### config.mk
export PLATFORM = sky130hd
export DESIGN_NAME = video_timing_gen
export DESIGN_NICKNAME = d
export VERILOG_FILES = /design/src/rtl/video_timing_gen.sv
export SDC_FILE = /design/constraint.sdc
export NUM_CORES = 1
export LEC_CHECK = 0
export ABC_AREA = 1
export CORE_ASPECT_RATIO = 1.75
export CORE_MARGIN = 2
export CORE_UTILIZATION = 51
export CTS_CLUSTER_SIZE = 8
export DETAILED_ROUTE_END_ITERATION = 16
export GPL_ROUTABILITY_DRIVEN = 0
export MAX_ROUTING_LAYER = met4
export PLACE_DENSITY = 0.85
export SLEW_MARGIN = 20
export SYNTH_ARGS = -nofsm -noshare
export SYNTH_HDL_FRONTEND = slang
export SYNTH_SLANG_ARGS = --single-unit
### constraint.sdc
create_clock -name clk -period 4.1 [get_ports clk]
set_input_delay 0.82 -clock clk [delete_from_list [all_inputs] [get_ports clk]]
set_output_delay 0.82 -clock clk [all_outputs]
set_load 0.05 [all_outputs]
### src/rtl/video_timing_gen.sv
// Raster timing generator: h/v counters, zero-skew sync/blank strobes,
// cocktail-mode address mirroring and a line-compare raster interrupt.
module video_timing_gen #(
  parameter int H_TOTAL  = 256,
  parameter int H_ACTIVE = 192,
  parameter int HS_START = 208,
  parameter int HS_END   = 224,
  parameter int V_TOTAL  = 260,
  parameter int V_ACTIVE = 240,
  parameter int VS_START = 248,
  parameter int VS_END   = 252,
  parameter int HW       = 9,
  parameter int VW       = 9
) (
  input  logic          clk,
  input  logic          rst,
  input  logic          clk_en,
  input  logic          flip,
  input  logic [VW-1:0] irq_line,
  input  logic          irq_ack,
  output logic [HW-1:0] hcount,
  output logic [VW-1:0] vcount,
  output logic [HW-1:0] addr_x,
  output logic [VW-1:0] addr_y,
  output logic          hsync,
  output logic          vsync,
  output logic          blank,
  output logic          line_start,
  output logic          frame_start,
  output logic          irq
);

  localparam logic [HW-1:0] H_LAST = HW'(H_TOTAL - 1);
  localparam logic [VW-1:0] V_LAST = VW'(V_TOTAL - 1);
  localparam logic [HW-1:0] X_MAX  = HW'(H_ACTIVE - 1);
  localparam logic [VW-1:0] Y_MAX  = VW'(V_ACTIVE - 1);

  localparam logic [HW:0] H_ACT_W = (HW+1)'(H_ACTIVE);
  localparam logic [HW:0] HS_S_W  = (HW+1)'(HS_START);
  localparam logic [HW:0] HS_E_W  = (HW+1)'(HS_END);
  localparam logic [VW:0] V_ACT_W = (VW+1)'(V_ACTIVE);
  localparam logic [VW:0] VS_S_W  = (VW+1)'(VS_START);
  localparam logic [VW:0] VS_E_W  = (VW+1)'(VS_END);
  localparam logic [VW:0] V_TOT_W = (VW+1)'(V_TOTAL);

  logic [HW-1:0] h_nxt;
  logic [VW-1:0] v_nxt;
  logic [HW:0]   h_ext;
  logic [VW:0]   v_ext;
  logic          h_wrap;
  logic          v_wrap;
  logic          line_evt;
  logic          frame_evt;
  logic          hs_nxt;
  logic          vs_nxt;
  logic          bl_nxt;
  logic          irq_hit;
  logic [VW-1:0] cmp;
  logic          flip_q;

  always_comb begin
    h_wrap    = (hcount == H_LAST);
    v_wrap    = (vcount == V_LAST);
    h_nxt     = hcount;
    v_nxt     = vcount;
    line_evt  = clk_en && h_wrap;
    frame_evt = line_evt && v_wrap;
    if (clk_en) begin
      h_nxt = h_wrap ? '0 : hcount + 1'b1;
      if (h_wrap) begin
        v_nxt = v_wrap ? '0 : vcount + 1'b1;
      end
    end
  end

  // Strobes are decoded from the next counter values so that the
  // registered outputs line up with hcount/vcount on the same edge.
  always_comb begin
    h_ext  = {1'b0, h_nxt};
    v_ext  = {1'b0, v_nxt};
    hs_nxt = (h_ext >= HS_S_W) && (h_ext < HS_E_W);
    vs_nxt = (v_ext >= VS_S_W) && (v_ext < VS_E_W);
    bl_nxt = (h_ext >= H_ACT_W) || (v_ext >= V_ACT_W);
  end

  // Compare value is the one latched at the previous line start;
  // out-of-range values can never match.
  always_comb begin
    irq_hit = line_evt
           && (v_nxt == cmp)
           && ({1'b0, cmp} < V_TOT_W);
  end

  always_ff @(posedge clk) begin
    if (rst) begin
      hcount      <= '0;
      vcount      <= '0;
      hsync       <= 1'b0;
      vsync       <= 1'b0;
      blank       <= 1'b1;
      line_start  <= 1'b0;
      frame_start <= 1'b0;
      cmp         <= '1;
      flip_q      <= 1'b0;
    end else begin
      hcount      <= h_nxt;
      vcount      <= v_nxt;
      hsync       <= hs_nxt;
      vsync       <= vs_nxt;
      blank       <= bl_nxt;
      line_start  <= line_evt;
      frame_start <= frame_evt;
      if (line_evt) begin
        cmp <= irq_line;
      end
      if (frame_evt) begin
        flip_q <= flip;
      end
    end
  end

  // Set beats acknowledge; acknowledge works regardless of clk_en.
  always_ff @(posedge clk) begin
    if (rst) begin
      irq <= 1'b0;
    end else if (irq_hit) begin
      irq <= 1'b1;
    end else if (irq_ack) begin
      irq <= 1'b0;
    end
  end

  always_comb begin
    addr_x = flip_q ? (X_MAX - hcount) : hcount;
    addr_y = flip_q ? (Y_MAX - vcount) : vcount;
  end

endmodule
[After elaboration in Yosys (flattened, before gate mapping)]
Index checks and enable logic that the tools add are counted.
Cells by class
  multiplexer cells: 9
  reductions and logical operators: 8
  order comparisons: 7
  add/sub/neg operators: 4
  eq/ne operators: 3
Operator list (count)
  $mux 9: 7
  $ge 9x8->1 const B: 4
  $add 9x1->9 const B: 2
  $lt 9x8->1 const B: 2
  $sub 8x9->9 const A: 2
  $eq 9x8->1 const B: 1
  $eq 9x9->1: 1
  $eq 9x9->1 const B: 1
  $lt 9x9->1 const B: 1
  $logic_and 1x1->1: 6
  $mux 1: 2
  $reduce_bool 2->1: 1
  $logic_or 1x1->1: 1
Storage, ports and cells
  output and inout port bits: 42
  word-level logic and storage cells: 41
  register bits after elaboration: 34

[Longest topological paths before layout]
Gate-level depths: netlist of the first run.
  depth after elaboration: 8
  depth in mapped cells: 14

[Least setup slack after synthesis of the first run]
No wires, ideal clock.
  path type: register to output
  from: register vcount[4]
  to: output port addr_y[5]
  buffers on the path: 0
  setup slack: 1042 ps
  cell stages (with the launch flop): 4
  required time: 3280 ps
  arrival time: 2238 ps
  cell sequence: dfxtp_1 > inv_1 > ha_1 > o21ai_0
On the way
  cells in the longest elaborated chain, start to end: 2
RTL lines
  from (decl): RTL line 22  | output logic [VW-1:0] vcount,
  from (signal assigned): RTL line 107  | vcount <= v_nxt;
  $sub 8x9->9: RTL line 135  | addr_y = flip_q ? (Y_MAX - vcount) : vcount;
  $mux 9: RTL line 135
  to (decl): RTL line 24  | output logic [VW-1:0] addr_y,
Every way passes these cells.

[Worst setup path in the final report of the first run]
  from: register vcount[5]
  to: output port addr_y[5]
On the way
  cells in the longest elaborated chain, start to end: 2
RTL lines (RTL line)
  $sub 8x9->9: 135
  $mux 9 *: 135
Every way passes the cells marked *; elsewhere a longest branch is shown, timed or not.

==> flow_metrics.tcl, run 1 <==
set metrics [dict create \
    syn_avg_cell_area_um2 6.93 \
    crit_arrival_ns 2.29 \
    start_util 0.522 \
    worst-path-max-fanout 8 \
    viasPerCell 5.39 \
    grt_max_degree 29 \
    dr_total_vias 2092 \
    finalCriticalPeriod_ns 3.11 \
    routed_wl_um 5160 \
    portBuffers 55 \
    crit_buf_inv 2 \
    setup_viol 0 \
    leakagePower_nw 1.19 \
    die_y_um 86.4 \
    worstSetupStartpointType "flip-flop" \
    vdd_drop_max_mv 0.310 \
    tightest_slew_ns 0.509 \
    dieArea_um2 4420 \
    syn_area_um2 1980 \
    ant_nets 0 \
    antenna_found_initial 0 \
    slowest_delay_ns 0.84 \
    cp_cell_sequence "inv_1 > ha_1 > o21ai_0 > clkdlybuf4s50_1" \
    synthFlopType "dfxtp_1" \
    worstSetupPathType "reg2out" \
    dp_cells 381 \
    ys_ff_latch 34 \
    cts-root-buf "clkbuf_8" \
    drc 0 \
    skew_ns 0.00697 \
    grt_pass1_wl_um 8440 \
    hold_buffers 0 \
    core_um2 3790 \
    min_path_type "reg2reg" \
    fillers 319 \
    fin_hold_ws_ns 0.476 \
    slew_headroom 0.660 \
    die_w_um 51.1 \
    power_uw 693 \
    outcome "finished, final reports clean" \
    power.density_nw_per_um2 260 \
    drt_first_pass_iters 4 \
    ios 56 \
    overflow 0 \
    drv_cap 0 \
    finalHoldViolations 0 \
    fmax_mhz 322 \
    final_cell_mix "clkdlybuf4s50_1, nand2_1, nor2_1" \
    clock_latency_ns 0.29 \
    yosysUniqueCellTypes 32 \
    critPathTopFamily "buffers and inverters" \
    synthCells 286 \
    cts_setup_buffers 0 \
    dp_hpwl_um 3910 \
    critical_path.slowest_cell "clkdlybuf4s50_1" \
    cts_sinks 34 \
    end_kind "primary output" \
    post_drt_wl_per_cell_um 13.3 \
    layout-drive-gt1-share 0.0735 \
    stdcell_count 388 \
    grtUsageTotal 0.261 \
    layout_commonest_cell "clkdlybuf4s50_1" \
    cp.required_ns 3.28 \
    tns_ns 0 \
    slew_violations 0 \
    min_period_over_period 0.758 \
    utilization 0.703 \
    cts_tree "built" \
    rsz0062_at_grt "no" \
    grt_pass1_vias 1957 \
    ys_async_sr_fraction 0 \
    yosysSeqAreaShare 0.344 \
    numCtsBuffers 5 \
    row_count 30 \
    clk_pin_slew_ns 0.06 \
    cts_resized 0 \
    area_delta_synth_final_pct 34.5 \
    synth-edff-count 0 \
    yosys_warnings 0 \
    synth_nets 307 \
    drt_iter0_markers 66 \
    diodes 0 \
    cts_max_path_buffers 2 \
    fin_nets 361 \
    htree_levels 2 \
]
per-stage QoR:
| stage | cell area (µm²) | worst slack, ns |
|---|---|---|
| 2_1_floorplan | 1980 | 1.04 |
| 3_3_place_gp | 2550 | 1.21 |
| 5_1_grt | 2660 | 0.903 |
| 3_5_place_dp | 2550 | 1.12 |
| 6_report | 2660 | 0.991 |
| 4_1_cts | 2660 | 0.984 |
where the power goes:
| group | internal (mW) | switching [mW] | total [mW] |
|---|---|---|---|
| Combinational | 0.0208 | 0.0284 | 0.0492 |
| Sequential | 0.332 | 0.00276 | 0.335 |
| Clock | 0.194 | 0.114 | 0.308 |
synth_stat cells, types with 2 or more instances:
library cell | n | share of area
nand2_2 | 4 | 0.013
nor2_1 | 42 | 0.080
a21oi_2 | 2 | 0.0088
nand2_1 | 52 | 0.099
nand2_4 | 2 | 0.011
xor2_1 | 16 | 0.071
buf_1 | 2 | 0.0038
buf_2 | 2 | 0.0051
inv_1 | 34 | 0.064
o21ai_0 | 7 | 0.018
a21oi_1 | 11 | 0.028
ha_1 | 7 | 0.044
dfxtp_1 | 34 | 0.34
nor2_4 | 2 | 0.011
clkbuf_1 | 3 | 0.0057
inv_2 | 2 | 0.0038
nand3_1 | 27 | 0.068
nor3_1 | 13 | 0.033
nand4_1 | 9 | 0.028
buf_4 | 2 | 0.0076
o21ai_1 | 2 | 0.0051
worst reg2reg max path, delay by kind of cell, from the launching register on:
| kind | cells | cell delay (ns) |
|---|---|---|
| simple gates | 10 | 1.17 |
| flops | 1 | 0.44 |
| buf+inv | 1 | 0.19 |
| compound gates | 1 | 0.12 |
| fa+ha+maj | 1 | 0.25 |
logic make-up after synthesis:
logic type,after synthesis,synth area share
simple gates,155,0.361
buf+inv,47,0.100
flops,34,0.344
compound gates,26,0.0752
xor+xnor,17,0.0752
fa+ha+maj,7,0.0442
sequential cells by signal, indices dropped and copies added (netlist names):
register	count
cmp	9
irq	1
hsync	1
frame_start	1
vcount	9
line_start	1
blank	1
hcount	9
vsync	1
flip_q	1
worst paths after layout:
kind         startpoint         to  slack, ns  cells past startpoint
min reg2reg      cmp[0]     cmp[0]       0.48                      2
max reg2reg   hcount[1]        irq       1.87                     13
min              cmp[0]     cmp[0]       0.48                      2
max           vcount[5]  addr_y[5]       0.99                      4
routing by layer:
layer | routed length [µm] | global-route usage | vias up | share of wire
li1 | - | - | 1020 | -
met1 | 1830 | 0.251 | 964 | 0.35
met2 | 2830 | 0.473 | 87 | 0.55
met3 | 286 | 0.0414 | 21 | 0.055
met4 | 212 | 0.157 | 0 | 0.041
met5 | 0 | - | - | 0
layout make-up:
class,count,area (µm²),area share
timing repair buffer,57,566,0.212
inverter,37,144,0.0540
sequential,34,681,0.256
clock buffer,6,82.6,0.0310
tap,48,60.1,0.0225
clock inverter,1,30.0,0.0113
multi-input combinational,205,1100,0.413
Note: power is estimated with default switching activity, not from simulation.
==> inputs of run 2 (changes only) <==
Settings changed: CORE_UTILIZATION 51 to 43, PLACE_DENSITY 0.85 to 0.76.
Clock period 4.1 ns to 2.65 ns, I/O delays scaled along.
==> flow_metrics.tcl, run 2 (same netlist as run 1, synthesis figures left out) <==
set metrics [dict create \
    grtUsageTotal 0.214 \
    reg2reg_slack_ns 0.50 \
    tns_ns 0 \
    cts-root-buf "clkbuf_8" \
    min_path_type "reg2reg" \
    drt_iter0_markers 68 \
    vdd_drop_max_mv 0.273 \
    fillers 421 \
    overflow 0 \
    setup_viol 0 \
    area_delta_synth_final_pct 34.2 \
    final_cell_mix "nand2_1, clkdlybuf4s50_1, nor2_1" \
    crit_buf_inv 1 \
    crit_arrival_ns 1.92 \
    antenna_found_initial 0 \
    cts_sinks 34 \
    finalHoldViolations 0 \
    rsz0062_at_grt "no" \
    grt_pass1_vias 1842 \
    timing.reg2reg.worst_path_depth 13 \
    register_area_um2 681 \
    startpoint "flip_q" \
    worst-path-max-fanout 10 \
    placed_area_um2 2570 \
    cts_resized 0 \
    row_count 32 \
    clk_pin_slew_ns 0.07 \
    routed_wl_um 5160 \
    diodes 0 \
    fmax_mhz 408 \
    dp_hpwl_um 4030 \
    slew_headroom 0.651 \
    cp.required_ns 2.12 \
    skew_ns 0.00520 \
    die_w_um 55.3 \
    drv_cap 0 \
    slowest_delay_ns 0.82 \
    cts_setup_buffers 0 \
    grt_pass1_wl_um 8490 \
    post_drt_wl_per_cell_um 13.1 \
    min_period_over_period 0.926 \
    outcome "finished, final reports clean" \
    finalCriticalPeriod_ns 2.45 \
    slew_violations 0 \
    dp_cells 387 \
    portBuffers 55 \
    utilization 0.604 \
    clock_latency_ns 0.29 \
    ios 56 \
    power.density_nw_per_um2 375 \
    final_area_um2 2660 \
    core_um2 4400 \
    end_kind "primary output" \
    critical_path.slowest_cell "clkdlybuf4s50_1" \
    grt_max_degree 28 \
    leakagePower_nw 1.22 \
    htree_levels 2 \
    layout-drive-gt1-share 0.108 \
    worstSetupPathType "reg2out" \
    reg_top3 "cmp x9, hcount x9, vcount x9" \
    critPathTopFamily "buffers and inverters" \
    layout_commonest_cell "nand2_1" \
    power_uw 997 \
    numCtsBuffers 5 \
    stdcell_count 395 \
    worstSetupStartpointType "flip-flop" \
    die_y_um 93.8 \
    fin_hold_ws_ns 0.491 \
    cts_max_path_buffers 2 \
    post-place-ws_ns 0.194 \
    tightest_slew_ns 0.522 \
    fin_nets 364 \
    ant_nets 0 \
    start_util 0.450 \
    reg2reg_to "irq" \
    drc 0 \
    multi_input_area_um2 1100 \
    cts_tree "built" \
    critPathCapture "addr_y[3]" \
    hold_buffers 0 \
    fin_ws_ns 0.197 \
    cp.depth 2 \
    reg2reg_from "hcount[1]" \
    cp_cell_sequence "xor2_1 > clkdlybuf4s50_1" \
    dieArea_um2 5190 \
    drt_first_pass_iters 4 \
    viasPerCell 5.17 \
    dr_total_vias 2042 \
]
run 2: cell count changes in the layout (fill, tap and decap cells not counted), sizes merged:
| cell | before | now |
|---|---|---|
| buf | 2 | 14 |
| bufinv | 1 | 0 |
| clkbuf | 6 | 7 |
| clkdlybuf4s50 | 55 | 46 |
| clkinv | 1 | 2 |
run 2: layout make-up:
type,instances,area share
sequential,34,0.256
clock buffer,7,0.0325
inverter,37,0.0541
multi-input combinational,205,0.414
clock inverter,1,0.00188
tap,51,0.0240
timing repair buffer,60,0.217
run 2: routing by layer:
layer	up-vias	wire [µm]	global-route usage
li1	1032	-	-
met5	-	0	-
met4	0	114	0.0976
met3	11	242	0.0331
met2	73	2860	0.382
met1	926	1940	0.231
run 2: tightest hold or removal path, stage by stage (launching register included):
cell     delay, ns
dfxtp_1       0.31
inv_1         0.07
a21oi_1       0.06
run 2: worst min-delay path by stage:
| stage | end | slack (ns) | cells after the start | startpoint |
|---|---|---|---|---|
| floorplan | cmp[0] | 0.45 | 2 | cmp[0] |
| global placement | cmp[0] | 0.47 | 2 | cmp[0] |
| detailed placement | irq | 0.48 | 2 | irq |
| CTS | cmp[0] | 0.49 | 2 | cmp[0] |
| global route | irq | 0.52 | 2 | irq |
| finish | cmp[0] | 0.49 | 2 | cmp[0] |
run 2: where the power goes:
group	switching, mW	total, mW	leakage [nW]	internal [mW]
Combinational	0.0444	0.0778	0.895	0.0333
Sequential	0.00470	0.519	0.275	0.514
Clock	0.191	0.400	0.0482	0.210
Total	0.240	0.997	1.22	0.757
==> inputs of run 3 (changes only) <==
Settings changed: CORE_MARGIN 2 to 8.
==> flow_metrics.tcl, run 3 (same netlist as run 1, synthesis figures left out) <==
set metrics [dict create \
    power.density_nw_per_um2 373 \
    routed_wl_um 5450 \
    cts_tree "built" \
    numCtsBuffers 5 \
    worst-path-max-fanout 9 \
    post_drt_wl_per_cell_um 13.8 \
    min_path_type "reg2reg" \
    worstSetupStartpointType "flip-flop" \
    dr_total_vias 2015 \
    cts_max_path_buffers 2 \
    skew_ns 0.00488 \
    leakagePower_nw 1.22 \
    reg_top3 "cmp x9, hcount x9, vcount x9" \
    cp.required_ns 2.12 \
    post-place-ws_ns 0.248 \
    clock_latency_ns 0.28 \
    end_kind "primary output" \
    crit_arrival_ns 1.90 \
    antenna_found_initial 0 \
    start_util 0.450 \
    cts_setup_buffers 0 \
    die_y_um 106 \
    drc 0 \
    area_delta_synth_final_pct 33.6 \
    tightest_slew_ns 0.512 \
    ios 56 \
    grt_pass1_vias 1967 \
    tns_ns 0 \
    min_period_over_period 0.916 \
    finalCriticalPeriod_ns 2.43 \
    grtUsageTotal 0.163 \
    slew_violations 0 \
    final_cell_mix "nand2_1, clkdlybuf4s50_1, nor2_1" \
    grt_max_degree 28 \
    placed_area_um2 2550 \
    vdd_drop_max_mv 0.322 \
    setup_viol 0 \
    dp_hpwl_um 4350 \
    cts_sinks 34 \
    rsz0062_at_grt "no" \
    cts-root-buf "clkbuf_8" \
    row_count 32 \
    viasPerCell 5.11 \
    layout_commonest_cell "nand2_1" \
    layout-drive-gt1-share 0.111 \
    clk_pin_slew_ns 0.07 \
    die_w_um 67.3 \
    ant_nets 0 \
    dieArea_um2 7120 \
    diodes 0 \
    power_uw 986 \
    reg2reg_from "hcount[1]" \
    final_area_um2 2650 \
    startpoint "flip_q" \
    core_um2 4400 \
    overflow 0 \
    finalHoldViolations 0 \
    fin_nets 363 \
    min_from "cmp[0]" \
    fin_hold_ws_ns 0.479 \
    fin_ws_ns 0.222 \
    drt_iter0_markers 59 \
    drv_cap 0 \
    drt_first_pass_iters 4 \
    slew_headroom 0.657 \
    portBuffers 55 \
    worstSetupPathType "reg2out" \
    htree_levels 2 \
    hold_buffers 0 \
    fmax_mhz 412 \
    cts_resized 0 \
    grt_pass1_wl_um 8830 \
    outcome "finished, final reports clean" \
]
[run 3: report_power, final]
group,internal [mW],switching (mW)
sequential,0.514,0.00437
combinational,0.0333,0.0443
clock,0.209,0.180
total,0.757,0.229
[run 3: worst paths after layout]
path	end	slack, ns	cells after the start
worst max-delay path	addr_x[2]	0.22	2
worst min-delay path	cmp[0]	0.48	2
worst max register to register	irq	0.56	13
worst min register to register	cmp[0]	0.48	2
[run 3: layout make-up]
class	count	area (µm²)
Fill cell	417	1760
Clock buffer	7	86.3
Multi-Input combinational cell	205	1100
Clock inverter	1	5.00
Tap cell	51	63.8
Inverter	37	144
Timing Repair Buffer	59	566
Sequential cell	34	681
[run 3: metrics by stage]
stage / instances / util
detailed placement: 386 / 0.580
finish: 394 / 0.601
CTS: 394 / 0.601
global placement: 386 / 0.580
floorplan: 286 / -
global route: 394 / 0.601
[run 3: critical path, cell delays in order (launching register included)]
cell             delay, ns
dfxtp_1               0.61
xor2_1                0.19
clkdlybuf4s50_1       0.82
[run 3: per-layer routing]
metal | share of wire | up-vias | wire (µm) | global-route usage
met1 | 0.37 | 902 | 2030 | 0.160
met3 | 0.056 | 17 | 307 | 0.0233
met2 | 0.53 | 69 | 2880 | 0.283
li1 | - | 1027 | - | -
met5 | 0 | - | 0 | -
met4 | 0.043 | 0 | 234 | 0.104
